--- src/rtl/tx_frame_ctrl_pkg.sv ---
// Shared state encodings, default sync byte and width helpers
// for the transmit frame sequencer.
package tx_frame_ctrl_pkg;

    typedef enum logic [2:0] {
        ST_IDLE  = 3'd0,
        ST_PRE   = 3'd1,
        ST_SYNC  = 3'd2,
        ST_LEN   = 3'd3,
        ST_PAY   = 3'd4,
        ST_GUARD = 3'd5
    } state_t;

    localparam logic [7:0] DEF_SYNC_WORD = 8'hD5;
    localparam int unsigned BYTE_W = 8;

    function automatic int unsigned max3(
        input int unsigned a,
        input int unsigned b,
        input int unsigned c
    );
        int unsigned m;
        m = (a > b) ? a : b;
        return (m > c) ? m : c;
    endfunction

    // Bit counter must reach the longest field length minus one.
    function automatic int unsigned bit_cnt_w(
        input int unsigned pre_len,
        input int unsigned guard_len
    );
        return $clog2(max3(pre_len, guard_len, BYTE_W) + 1);
    endfunction

endpackage

--- src/rtl/tx_frame_ctrl_bit_timer.sv ---
// Bit-period divider: counts clk cycles within a frame bit and
// strobes bit_end on the last cycle of each bit.
module tx_frame_ctrl_bit_timer #(
    parameter int unsigned BIT_DIV = 16
) (
    input  logic clk,
    input  logic reset,
    input  logic run,
    output logic bit_end
);

    localparam int unsigned DIV_W = $clog2(BIT_DIV);
    localparam logic [DIV_W-1:0] DIV_LAST = DIV_W'(BIT_DIV - 1);

    logic [DIV_W-1:0] div_cnt;

    // Count while a frame is active; park at zero otherwise
    always_ff @(posedge clk) begin
        if (reset || !run) begin
            div_cnt <= '0;
        end else if (div_cnt == DIV_LAST) begin
            div_cnt <= '0;
        end else begin
            div_cnt <= div_cnt + DIV_W'(1);
        end
    end

    assign bit_end = run && (div_cnt == DIV_LAST);

endmodule

--- src/rtl/tx_frame_ctrl.sv ---
// Frame sequencer: preamble, sync, length, payload and guard bits
// serialised one bit per bit period toward the transmitter.
module tx_frame_ctrl
    import tx_frame_ctrl_pkg::*;
#(
    parameter int unsigned BIT_DIV   = 16,
    parameter int unsigned PRE_LEN   = 16,
    parameter logic [7:0]  SYNC_WORD = DEF_SYNC_WORD,
    parameter int unsigned GUARD_LEN = 8
) (
    input  logic       clk,
    input  logic       reset,
    input  logic       start,
    input  logic [7:0] len,
    input  logic [7:0] byte_data,
    input  logic       byte_valid,
    output logic       byte_ready,
    output logic       tx_bit,
    output logic       tx_en,
    output logic       busy,
    output logic       done,
    output logic       underrun
);

    localparam int unsigned BC_W = bit_cnt_w(PRE_LEN, GUARD_LEN);
    localparam logic [BC_W-1:0] PRE_LAST   = BC_W'(PRE_LEN - 1);
    localparam logic [BC_W-1:0] GUARD_LAST = BC_W'(GUARD_LEN - 1);
    localparam logic [BC_W-1:0] BYTE_LAST  = BC_W'(BYTE_W - 1);

    state_t          state;
    logic [BC_W-1:0] bit_cnt;
    logic [7:0]      len_r;
    logic [7:0]      shreg;
    logic [7:0]      hold;
    logic            hold_full;
    logic [7:0]      bytes_acc;
    logic [7:0]      pay_cnt;

    logic       bit_end;
    logic       accept;
    logic       last_bit;
    logic       at_boundary;
    logic       have_byte;
    logic [7:0] next_byte;

    tx_frame_ctrl_bit_timer #(
        .BIT_DIV (BIT_DIV)
    ) u_bit_timer (
        .clk     (clk),
        .reset   (reset),
        .run     (state != ST_IDLE),
        .bit_end (bit_end)
    );

    // Hold slot is open only while payload may still be needed
    assign byte_ready = !hold_full
                     && (bytes_acc < len_r)
                     && (state inside {ST_PRE, ST_SYNC, ST_LEN, ST_PAY});

    assign accept      = byte_valid && byte_ready;
    assign last_bit    = bit_end && (bit_cnt == BYTE_LAST);
    assign at_boundary = last_bit
                      && (((state == ST_LEN) && (len_r != 8'd0))
                       || ((state == ST_PAY) && (pay_cnt != len_r)));
    assign have_byte   = hold_full || accept;
    assign next_byte   = hold_full ? hold : byte_data;

    // Frame FSM with shifter, holding buffer and registered outputs
    always_ff @(posedge clk) begin
        if (reset) begin
            state     <= ST_IDLE;
            bit_cnt   <= '0;
            len_r     <= '0;
            shreg     <= '0;
            hold      <= '0;
            hold_full <= 1'b0;
            bytes_acc <= '0;
            pay_cnt   <= '0;
            tx_bit    <= 1'b0;
            tx_en     <= 1'b0;
            busy      <= 1'b0;
            done      <= 1'b0;
            underrun  <= 1'b0;
        end else begin
            done <= 1'b0;
            if (accept) begin
                bytes_acc <= bytes_acc + 8'd1;
            end
            if (at_boundary) begin
                hold_full <= 1'b0;
            end else if (accept) begin
                hold      <= byte_data;
                hold_full <= 1'b1;
            end
            case (state)
                ST_IDLE: begin
                    if (start) begin
                        state     <= ST_PRE;
                        bit_cnt   <= '0;
                        len_r     <= len;
                        bytes_acc <= '0;
                        pay_cnt   <= '0;
                        hold_full <= 1'b0;
                        underrun  <= 1'b0;
                        tx_bit    <= 1'b1;
                        tx_en     <= 1'b1;
                        busy      <= 1'b1;
                    end
                end
                ST_PRE: begin
                    if (bit_end) begin
                        if (bit_cnt == PRE_LAST) begin
                            state   <= ST_SYNC;
                            bit_cnt <= '0;
                            shreg   <= SYNC_WORD;
                            tx_bit  <= SYNC_WORD[7];
                        end else begin
                            bit_cnt <= bit_cnt + BC_W'(1);
                            tx_bit  <= !tx_bit;
                        end
                    end
                end
                ST_SYNC: begin
                    if (bit_end) begin
                        if (bit_cnt == BYTE_LAST) begin
                            state   <= ST_LEN;
                            bit_cnt <= '0;
                            shreg   <= len_r;
                            tx_bit  <= len_r[7];
                        end else begin
                            bit_cnt <= bit_cnt + BC_W'(1);
                            shreg   <= {shreg[6:0], 1'b0};
                            tx_bit  <= shreg[6];
                        end
                    end
                end
                ST_LEN, ST_PAY: begin
                    if (bit_end) begin
                        if (bit_cnt == BYTE_LAST) begin
                            bit_cnt <= '0;
                            if (at_boundary && have_byte) begin
                                state   <= ST_PAY;
                                shreg   <= next_byte;
                                tx_bit  <= next_byte[7];
                                pay_cnt <= pay_cnt + 8'd1;
                            end else begin
                                state  <= ST_GUARD;
                                tx_bit <= 1'b0;
                                if (at_boundary) begin
                                    underrun <= 1'b1;
                                end
                            end
                        end else begin
                            bit_cnt <= bit_cnt + BC_W'(1);
                            shreg   <= {shreg[6:0], 1'b0};
                            tx_bit  <= shreg[6];
                        end
                    end
                end
                ST_GUARD: begin
                    if (bit_end) begin
                        if (bit_cnt == GUARD_LAST) begin
                            state   <= ST_IDLE;
                            bit_cnt <= '0;
                            tx_en   <= 1'b0;
                            busy    <= 1'b0;
                            done    <= 1'b1;
                        end else begin
                            bit_cnt <= bit_cnt + BC_W'(1);
                        end
                    end
                end
                default: begin
                    state <= ST_IDLE;
                end
            endcase
        end
    end

endmodule
--- config.mk ---
export PLATFORM = sky130hd
export DESIGN_NAME = tx_frame_ctrl
export DESIGN_NICKNAME = d
export VERILOG_FILES = /design/src/rtl/tx_frame_ctrl_pkg.sv /design/src/rtl/tx_frame_ctrl_bit_timer.sv /design/src/rtl/tx_frame_ctrl.sv
export SDC_FILE = /design/constraint.sdc
export NUM_CORES = 1
export LEC_CHECK = 0
export CORE_MARGIN = 2
export CORE_UTILIZATION = 35
export DETAILED_ROUTE_END_ITERATION = 10
export GPL_ROUTABILITY_DRIVEN = 0
export SYNTH_ARGS = -nofsm -noshare
export SYNTH_HDL_FRONTEND = slang
export SYNTH_HIERARCHICAL = 1
export SYNTH_SLANG_ARGS = --single-unit
--- constraint.sdc ---
create_clock -name clk -period 6.4 [get_ports clk]
set_input_delay 0.64 -clock clk [delete_from_list [all_inputs] [get_ports clk]]
set_output_delay 0.64 -clock clk [all_outputs]
set_load 0.03 [all_outputs]
# After elaboration in Yosys (flattened, before gate mapping)
# Cells that the tools add are included.
# Widths: inputs -> output; s select.
# classes
reduce_logical	37
bitwise	3
muxes	57
magnitude_cmp	1
eq_ne	23
add_sub_neg	4
# ops
op	count
$mux 8	8
$mux 7	7
$mux 3	9
$mux 5	5
$mux 1	21
$pmux 7 s3	1
$ne 2x2->1 const B	10
$add 8x1->8 const B	2
$pmux 8 s2	1
$pmux 3 s5	1
$pmux 5 s3	1
$reduce_and 6->1	2
$reduce_and 5->1	2
$logic_and 1x1->1	9
$reduce_and 9->1	1
$reduce_bool 3->1	3
$lt 8x8->1	1
$ne 8x8->1	1
$reduce_and 4->1	2
$reduce_bool 4->1	2
$reduce_bool 8->1	1
$eq 3x2->1 const B	2
$eq 3x3->1 const B	2
$ne 2x1->1 const B	3
other kinds (18)	28
# totals
output_inout_bits	6
register_bits	56

# Longest topological paths before layout
# Gate-level depths: netlist of the first run.
# depth
depth_word	10
depth_mapped	11
mapped_depth_nobuf	10

# Hierarchy
# Netlist of the first run, hierarchy kept.
# by_module_without_submodules
mod	instances	seq_area_each_um2	area_each_um2	cells_each
tx_frame_ctrl	1	1041.0	3080.5	370
tx_frame_ctrl_bit_timer	1	80.1	157.7	17

# Least setup slack after synthesis of the first run
# Ideal clock, no wire load.
# synth_timing
kind	register -> output
start	register len_r[2]
end	output byte_ready
slack_ns	3.875
t_arrival_ns	1.885
stages_incl_launch_ff	6
n_path_buf	0
required_ns	5.760
cell_sequence	dfxtp_1 inv_1 ha_1 a211oi_1 o21ai_0 a211oi_1
# synth_via
elab_chain_len	3
# synth_lines
item	line_no	text
from (decl)	tx_frame_ctrl.sv:32	logic [7:0] len_r;
from (signal assigned)	tx_frame_ctrl.sv:100	len_r <= len;
$lt 8x8->1	tx_frame_ctrl.sv:57	&& (bytes_acc < len_r)
$logic_and 1x1->1	tx_frame_ctrl.sv:57	
$logic_and 1x1->1	tx_frame_ctrl.sv:58	&& (state inside {ST_PRE, ST_SYNC, ST_LEN, ST_PAY});
to (decl)	tx_frame_ctrl.sv:17	output logic byte_ready,
# Every way passes these cells.

# Worst setup path after layout of the first run
# Ends and elaborated chain as after synthesis.

==> results of run 1 <==
stage by stage:
stage,instance area [um^2],total power [mW],setup slack (ps),hold slack [ps]
floorplan,3240,0.576,3880,418
CTS,3660,0.874,3080,460
global placement,3550,0.636,3380,434
finish,3660,0.866,3120,454
global route,3660,0.918,2890,492
detailed placement,3550,0.640,3260,444
sequential cells by signal, indices dropped and copies added (netlist names):
| register | cells |
|---|---|
| tx_bit | 1 |
| state | 3 |
| done | 1 |
| hold_full | 1 |
| underrun | 1 |
| bit_cnt | 5 |
| busy | 1 |
| len_r | 8 |
| u_bit_timer/div_cnt | 4 |
| pay_cnt | 8 |
| shreg | 7 |
| bytes_acc | 8 |
| hold | 8 |
layout make-up:
type | count | area, um^2
clock inverters | 2 | 35.0
fillers | 972 | 5450
inverters | 22 | 82.6
well taps | 111 | 139
multi-input cells | 287 | 1930
clock buffers | 6 | 72.6
repair buffers | 29 | 280
flip-flops and latches | 56 | 1120
per-layer routing:
layer  vias to the layer above  routed length, um  part of all wire, %  GRT usage [%]
met5                         -                  0                    0              0
met4                         0                146                  2.0           5.58
met3                        13                324                  4.4           2.30
met2                        50               3440                   47           25.2
met1                      1330               3470                   47           20.9
li1                       1401                  -                    -              -
power by group:
group          switching [mW]  internal, mW
Clock                   0.117         0.116
Sequential             0.0427         0.373
Combinational           0.120        0.0962
Total                   0.280         0.586
kinds of logic after synthesis:
kind of cell | synth area share, %
AND/OR/NAND/NOR | 22.4
XOR/XNOR | 5.68
AO/OA/AOI/OAI | 19.7
multiplexers | 6.80
buffers and inverters | 5.80
adder cells (fa/ha/maj) | 5.02
flip-flops | 34.6
critical path, cell delays in order (launching register included):
cell and delay, ps:
dfxtp_1 490, inv_1 80, ha_1 310, a211oi_1 230, o21ai_0 170, a211oi_1 320, clkdlybuf4s50_1 720
how the worst min path moves through the flow:
stage / end / depth (start not counted) / slack, ps
after detailed placement: u_bit_timer/div_cnt[0]$_SDFF_PP0_ / 1 / 440
after global placement: u_bit_timer/div_cnt[0]$_SDFF_PP0_ / 1 / 430
after global routing: shreg[2]$_SDFFE_PP0P_ / 2 / 490
final: u_bit_timer/div_cnt[0]$_SDFF_PP0_ / 1 / 450
after CTS: u_bit_timer/div_cnt[0]$_SDFF_PP0_ / 1 / 460
after floorplan: u_bit_timer/div_cnt[0]$_SDFF_PP0_ / 1 / 420
cell usage after synthesis (all sizes together) (6+ instances only):
library cell and instances:
nor2 45, nor3 14, nand2 34, mux2i 13
xor2 18, a21oi 25, nand4 6, inv 21
a211oi 13, dfxtp 56, ha 13, or3 6
o21ai 21, clkbuf 16, buf 6, nand3 8
mux2 8
==> flow_metrics.py, run 1 <==
metrics = {
    "run_status": {
        "outcome": "finished clean",
    },
    "layout": {
        "fin_util_pct": 40.2,
        "fin_cells": 513,
        "final_common_cell": "dfxtp_1",
        "diodes": 0,
        "layout_common_cells": "dfxtp_1, nor2_1, nand2_1, a21oi_1, clkdlybuf4s50_1",
        "area_growth_pct": 13.0,
        "final_layout_size_suffix_gt1_share_pct": 10.4,
        "nNetsFinal": 434,
    },
    "die": {
        "core-area_um2": 9110,
        "row_count": 35,
        "die-height_um": 100,
        "io_pins": 26,
        "floorplan.initialDensity_pct": 35.5,
        "dieArea_um2": 10000,
        "fp.dieW_um": 100,
    },
    "drt": {
        "vias": 2794,
        "drc": 0,
        "avgViaCountPerCell": 5.45,
        "antenna_left": 0,
        "dr.pass1.iters": 4,
        "wirelength_um": 7380,
        "wl_per_cell_um": 14.4,
        "drt_iter0_markers": 122,
    },
    "hold_path": {
        "min_from": "u_bit_timer/div_cnt[0]$_SDFF_PP0_",
        "hold_class": "flop to flop",
    },
    "setup_path": {
        "start_kind": "flop",
        "path_max_fanout": 5,
        "cp-endpoint": "byte_ready",
        "ff2ff_setup_slack_ps": 3140,
        "worstSetupPathType": "flop to output port",
        "rr_endpoint": "pay_cnt[3]$_SDFFE_PP0P_",
        "required_ps": 5760,
        "end_kind": "output port",
        "cp-startpoint": "len_r[2]$_SDFFE_PP0P_",
        "cp_data_arrival_time_ps": 2640,
        "r2r-start": "state[2]$_SDFFE_PP0P_",
        "reg2reg_depth": 10,
    },
    "global_route": {
        "grt_pass1_vias": 2679,
        "antenna_found_initial": 0,
        "overflow": 0,
        "grt_max_degree": 39,
        "grt_use_total_pct": 15.5,
        "grt_pass1_wl_um": 12600,
    },
    "clocking": {
        "clkSinkCount": 56,
        "cts-htree-levels": 2,
        "cts_resized": 0,
        "clock_latency_ps": 320,
        "path_clk_slew_ps": 100,
        "hold_buffers": 0,
        "cts_tree": "yes",
        "cts_setup_buffers": 0,
        "cts_buffer_depth": 2,
        "cts_root_buf": "clkbuf_8",
        "numCtsBuffers": 5,
    },
    "pwr": {
        "ir_drop_mv": 0.0915,
        "powerDensity_nw_per_um2": 237,
        "p_leak_nw": 1.32,
    },
    "timing": {
        "worst_slew_pin_slew_ps": 785,
        "maxSlewHeadroom_pct": 47.4,
        "period_needed_ps": 3280,
        "timing.final.crit_share_pct": 51.2,
        "fmax_ghz": 0.305,
        "finalMaxSlewViolations": 0,
        "fin_skew_ps": 11.0,
        "setup_viol": 0,
        "hold_viol_final": 0,
        "tns_ps": 0,
        "rsz0062_at_grt": "no",
    },
    "synth": {
        "synth_seq_cells": 56,
        "syn_inst": 387,
        "syn_area_um2": 3240,
        "synth_top_area_cell": "dfxtp_1",
        "yosys_warnings": 6,
        "synth.avg_cell_area_um2": 8.37,
        "synth_ff_type": "dfxtp_1",
        "synth_edf_count": 0,
        "async_flop_share_pct": 0,
        "yosysSeqAreaShare_pct": 34.6,
        "synth_nets": 420,
        "synth.top_cell.area_share_pct": 34.6,
        "yosys-top-cells-area": "dfxtp_1, nor2_1, ha_1, xor2_1, mux2i_1",
        "synth.distinct_cells": 61,
    },
    "placed_design": {
        "placed_cells": 505,
        "port_buffers": 25,
        "dp_hpwl_um": 5350,
    },
    "job": {
        "cap_violations": 0,
    },
}
Power figures use the tool's default switching activity.
==> inputs of run 2 (changes only) <==
Clock period 6.4 ns to 3.3 ns, I/O delays scaled along.
==> run 2 against run 1 <==
Compared with the run above: non-clock buffer count increased by 4; critical path depth unchanged; largest power group unchanged; clock power rose by 72%; utilization increased by 0.22 points; hold slack gained 10 ps; critical endpoint unchanged; worst setup slack worse by 2900 ps; sequential power increased by 93%; first-iteration DRC count up 39%; register-to-register slack got worse by 2700 ps.
==> flow_metrics.py, run 2 (synthesis gave the netlist of run 1 again) <==
metrics = {
    "run_status": {
        "outcome": "finished clean",
    },
    "timing": {
        "tns_ps": 0,
        "maxSlewHeadroom_pct": 55.6,
        "worst_slew_pin_slew_ps": 667,
        "rsz0062_at_grt": "no",
        "hold_ws_ps": 464,
        "timing.final.crit_share_pct": 91.8,
        "fin_skew_ps": 8.57,
        "finalMaxSlewViolations": 0,
        "setup_viol": 0,
        "hold_viol_final": 0,
        "period_needed_ps": 3030,
        "fmax_ghz": 0.330,
    },
    "setup_path": {
        "r2r-start": "state[0]$_SDFFE_PP0P_",
        "path_max_fanout": 5,
        "required_ps": 2970,
        "end_kind": "output port",
        "reg2reg_depth": 10,
        "worstSetupPathType": "flop to output port",
        "ff2ff_setup_slack_ps": 440,
        "start_kind": "flop",
        "cp-startpoint": "len_r[2]$_SDFFE_PP0P_",
        "rr_endpoint": "pay_cnt[4]$_SDFFE_PP0P_",
        "cp_data_arrival_time_ps": 2700,
    },
    "clocking": {
        "cts_root_buf": "clkbuf_8",
        "hold_buffers": 0,
        "cts_resized": 0,
        "cts_setup_buffers": 0,
        "path_clk_slew_ps": 100,
        "cts_tree": "yes",
        "cts-htree-levels": 2,
        "clock_latency_ps": 320,
        "numCtsBuffers": 5,
        "clkSinkCount": 56,
        "cts_buffer_depth": 2,
    },
    "global_route": {
        "antenna_found_initial": 0,
        "grt_pass1_wl_um": 12900,
        "overflow": 0,
        "grt_pass1_vias": 2760,
        "grt_use_total_pct": 15.9,
        "grt_max_degree": 25,
    },
    "layout": {
        "diodes": 0,
        "final_layout_size_suffix_gt1_share_pct": 11.6,
        "layout_common_cells": "dfxtp_1, nor2_1, nand2_1, a21oi_1, clkdlybuf4s50_1",
        "area_growth_pct": 13.6,
        "final_common_cell": "dfxtp_1",
        "n_fill_cell": 946,
        "fin_util_pct": 40.4,
        "nNetsFinal": 438,
        "fin_cells": 517,
    },
    "drt": {
        "antenna_left": 0,
        "drt_iter0_markers": 170,
        "avgViaCountPerCell": 5.43,
        "dr.pass1.iters": 4,
        "drc": 0,
        "vias": 2809,
        "wirelength_um": 7650,
        "wl_per_cell_um": 14.8,
    },
    "hold_path": {
        "min_from": "u_bit_timer/div_cnt[0]$_SDFF_PP0_",
        "min_path_cells": 1,
        "worstHoldEndpoint": "u_bit_timer/div_cnt[0]$_SDFF_PP0_",
        "hold_class": "flop to flop",
    },
    "job": {
        "cap_violations": 0,
    },
    "pwr": {
        "p_leak_nw": 1.33,
        "ir_drop_mv": 0.194,
        "finalPower_mw": 1.63,
        "powerDensity_nw_per_um2": 443,
    },
    "die": {
        "dieArea_um2": 10000,
        "fp.dieW_um": 100,
        "row_count": 35,
        "core-area_um2": 9110,
        "die-height_um": 100,
        "io_pins": 26,
        "floorplan.initialDensity_pct": 35.5,
    },
    "placed_design": {
        "dp_hpwl_um": 5630,
        "placed_cells": 509,
        "port_buffers": 25,
    },
}
## run 2: changes by cell type in the layout (fill, tap and decap cells not counted), sizes merged
cell      previous run  this run
buf                  4         8
bufinv               1         0
clkinv               2         1
clkinvlp             0         2
## run 2: worst max-delay path by stage
stage	to	slack, ps	cells past startpoint
finish	byte_ready	270	6
floorplan	pay_cnt[4]$_SDFFE_PP0P_	870	11
global route	byte_ready	110	6
global placement	pay_cnt[3]$_SDFFE_PP0P_	630	10
CTS	byte_ready	240	6
detailed placement	pay_cnt[4]$_SDFFE_PP0P_	550	10
## run 2: cell type report
type                            count  area, um^2  share of cell area [%]
Multi-Input combinational cell    287        1930                    52.4
Sequential cell                    56        1120                    30.5
Timing Repair Buffer               33         310                    8.43
Tap cell                          111         139                    3.77
Inverter                           22        82.6                    2.24
Clock buffer                        6        82.6                    2.24
Clock inverter                      2        15.0                   0.408
## run 2: metrics by stage
stage | setup WS, ps | instance area [um^2]
after CTS | 237 | 3680
after floorplan | 871 | 3240
final | 271 | 3680
after global routing | 111 | 3680
after detailed placement | 549 | 3580
after global placement | 629 | 3580
## run 2: where the power goes
part	switching [mW]	internal, mW	total [mW]
clock	0.231	0.170	0.401
sequential	0.0795	0.724	0.804
combinational	0.238	0.189	0.427
total	0.548	1.08	1.63
## run 2: layer usage
metal	global-route usage, %	wire length (um)	up-vias
met5	0	0	-
met4	5.58	163	0
met3	2.16	244	19
met2	26.7	3600	54
met1	20.9	3640	1334
li1	-	-	1402
## run 2: critical path, cell delays in order, from the launching register on
cell,delay (ps)
dfxtp_1,490
inv_1,80
ha_1,310
a211oi_1,220
o21ai_0,200
a211oi_1,360
clkdlybuf4s50_1,730
==> inputs of run 3 (changes only) <==
Settings changed: SYNTH_HIERARCHICAL 1 to unset.
==> run 3 against run 2 <==
Compared with the run above: synthesized cell count fell by 1.0%; sequential cell count did not move; largest power group is now combinational cells; largest cell class unchanged; non-clock buffer count fell by 3; highest routed layer unchanged; hold slack got worse by 10 ps.
==> flow_metrics.py, run 3 <==
metrics = {
    "run_status": {
        "outcome": "finished clean",
    },
    "die": {
        "io_pins": 26,
        "fp.dieW_um": 100,
        "floorplan.initialDensity_pct": 35.6,
        "core-area_um2": 9110,
        "row_count": 35,
        "die-height_um": 100,
        "dieArea_um2": 10100,
    },
    "synth": {
        "synth.distinct_cells": 61,
        "syn_area_um2": 3250,
        "synth_seq_cells": 56,
        "synth.avg_cell_area_um2": 8.47,
        "yosysSeqAreaShare_pct": 34.5,
        "synth_nets": 416,
        "synth_most_common_cell": "dfxtp_1",
        "synth_edf_count": 0,
        "synth_top_area_cell": "dfxtp_1",
        "synth.top_cell.area_share_pct": 34.5,
        "syn_inst": 383,
        "yosys_warnings": 0,
        "yosys-top-cells-area": "dfxtp_1, nor2_1, ha_1, nand2_1, a21oi_1",
        "synth_ff_type": "dfxtp_1",
        "synth_top_cells_by_count": "dfxtp_1, nor2_1, nand2_1, a21oi_1",
        "async_flop_share_pct": 0,
    },
    "global_route": {
        "grt_pass1_vias": 2612,
        "grt_use_total_pct": 16.7,
        "overflow": 0,
        "grt_max_degree": 50,
        "grt_pass1_wl_um": 13500,
        "antenna_found_initial": 0,
    },
    "timing": {
        "fin_skew_ps": 4.04,
        "hold_viol_final": 0,
        "timing.final.crit_share_pct": 91.0,
        "tns_ps": 0,
        "finalMaxSlewViolations": 0,
        "maxSlewHeadroom_pct": 36.6,
        "rsz0062_at_grt": "no",
        "period_needed_ps": 3000,
        "worst_slew_pin_slew_ps": 951,
        "setup_viol": 0,
        "fmax_ghz": 0.333,
    },
    "clocking": {
        "cts-htree-levels": 2,
        "clock_latency_ps": 310,
        "path_clk_slew_ps": 100,
        "numCtsBuffers": 5,
        "hold_buffers": 0,
        "cts_setup_buffers": 0,
        "clkSinkCount": 56,
        "cts_buffer_depth": 2,
        "cts_resized": 0,
        "cts_root_buf": "clkbuf_8",
        "cts_tree": "yes",
    },
    "placed_design": {
        "port_buffers": 25,
        "placed_cells": 502,
        "dp_hpwl_um": 5760,
    },
    "pwr": {
        "seqPwrFrac_pct": 39.4,
        "intPower_mw": 1.36,
        "ir_drop_mv": 0.271,
        "clockPowerShare_pct": 20.2,
        "switching_share_pct": 39.7,
        "p_leak_nw": 1.41,
        "powerDensity_nw_per_um2": 609,
        "switching_power_uw": 892,
        "share_comb_of_total_power_pct": 40.4,
    },
    "drt": {
        "vias": 2795,
        "avgViaCountPerCell": 5.48,
        "drt_iter0_markers": 211,
        "drc": 0,
        "wirelength_um": 7880,
        "antenna_left": 0,
        "dr.pass1.iters": 4,
        "wl_per_cell_um": 15.4,
    },
    "job": {
        "cap_violations": 0,
    },
    "layout": {
        "area_growth_pct": 13.7,
        "final_common_cell": "dfxtp_1",
        "multi_input_area_um2": 1980,
        "diodes": 0,
        "nNetsFinal": 431,
        "fin_cells": 510,
        "layout_common_cells": "dfxtp_1, nor2_1, nand2_1, a21oi_1, clkdlybuf4s50_1",
        "final_layout_size_suffix_gt1_share_pct": 8.52,
        "n_fill_cell": 952,
        "regArea_um2": 1120,
    },
    "setup_path": {
        "start_kind": "flop",
        "path_max_fanout": 5,
        "rr_endpoint": "shreg[0]$_SDFFE_PP0P_",
        "reg2reg_depth": 8,
        "ff2ff_setup_slack_ps": 620,
        "required_ps": 2970,
        "cp_data_arrival_time_ps": 2670,
        "worstSetupPathType": "flop to output port",
        "r2r-start": "len_r[7]$_SDFFE_PP0P_",
        "end_kind": "output port",
    },
    "hold_path": {
        "min_from": "u_bit_timer.div_cnt[0]$_SDFF_PP0_",
        "worstHoldEndpoint": "u_bit_timer.div_cnt[0]$_SDFF_PP0_",
        "min_path_cells": 1,
        "hold_class": "flop to flop",
    },
}
==> run 3: cell types whose count changed after synthesis, sizes merged, moves of 7 or more <==
cell	previous run	this run
o21ai	21	8
a211oi	13	6
xor2	18	7
xnor2	3	10
==> run 3: how the worst max path moves through the flow <==
stage / slack [ps] / cells after the start / start / endpoint
after CTS: 260 / 6 / len_r[7]$_SDFFE_PP0P_ / byte_ready
after global placement: 650 / 6 / len_r[7]$_SDFFE_PP0P_ / byte_ready
final: 300 / 6 / len_r[7]$_SDFFE_PP0P_ / byte_ready
after global routing: 140 / 6 / len_r[7]$_SDFFE_PP0P_ / byte_ready
after detailed placement: 610 / 8 / len_r[7]$_SDFFE_PP0P_ / hold[6]$_SDFFE_PP0P_
after floorplan: 850 / 8 / len_r[7]$_SDFFE_PP0P_ / shreg[0]$_SDFFE_PP0P_
==> run 3: critical path, stage by stage (launching register included) <==
cell	delay [ps]
dfxtp_1	480
inv_1	80
ha_1	310
a211o_1	310
a21o_1	190
a211oi_1	260
clkdlybuf4s50_1	730
==> run 3: cell type report <==
type	count	share of cell area (%)
Clock buffer	6	1.97
Clock inverter	2	0.949
Inverter	16	1.63
Multi-Input combinational cell	289	53.6
Sequential cell	56	30.4
Tap cell	111	3.76
Timing Repair Buffer	30	7.66
==> run 3: cell families after synthesis <==
logic type | after synthesis | share of synthesized area [%]
and+or+nand+nor | 149 | 22.7
AOI/OAI and AO/OA | 86 | 20.0
DFF | 56 | 34.5
buffers and inverters | 38 | 4.86
muxes | 24 | 8.29
xor gates and xnor gates | 17 | 4.59
adders and majority gates | 13 | 5.01
==> run 3: power groups by stage <==
| stage | combinational, mW | clock, mW | sequential (mW) |
|---|---|---|---|
| finish | 0.908 | 0.454 | 0.887 |
| global route | 1.01 | 0.494 | 0.905 |
| CTS | 0.912 | 0.467 | 0.887 |
| detailed placement | 0.909 | 0 | 0.903 |
| global placement | 0.892 | 0 | 0.899 |
| floorplan | 0.728 | 0 | 0.831 |
==> run 3: through the flow <==
step	cell area [um^2]	worst slack [ps]	hold slack (ps)	utilization (%)	total power, mW
after floorplan	3250	850	418	-	1.56
after global placement	3580	649	433	39.3	1.79
after detailed placement	3580	609	440	39.3	1.81
after CTS	3690	265	462	40.5	2.27
after global routing	3690	139	475	40.5	2.41
final	3690	298	454	40.5	2.25
==> run 3: layer usage <==
layer / GRT usage (%) / wire, um / share of wire, %
met1: 24.5 / 3780 / 48
met2: 25.8 / 3680 / 47
met3: 2.37 / 320 / 4.1
met4: 4.21 / 96 / 1.2
met5: 0 / 0 / 0
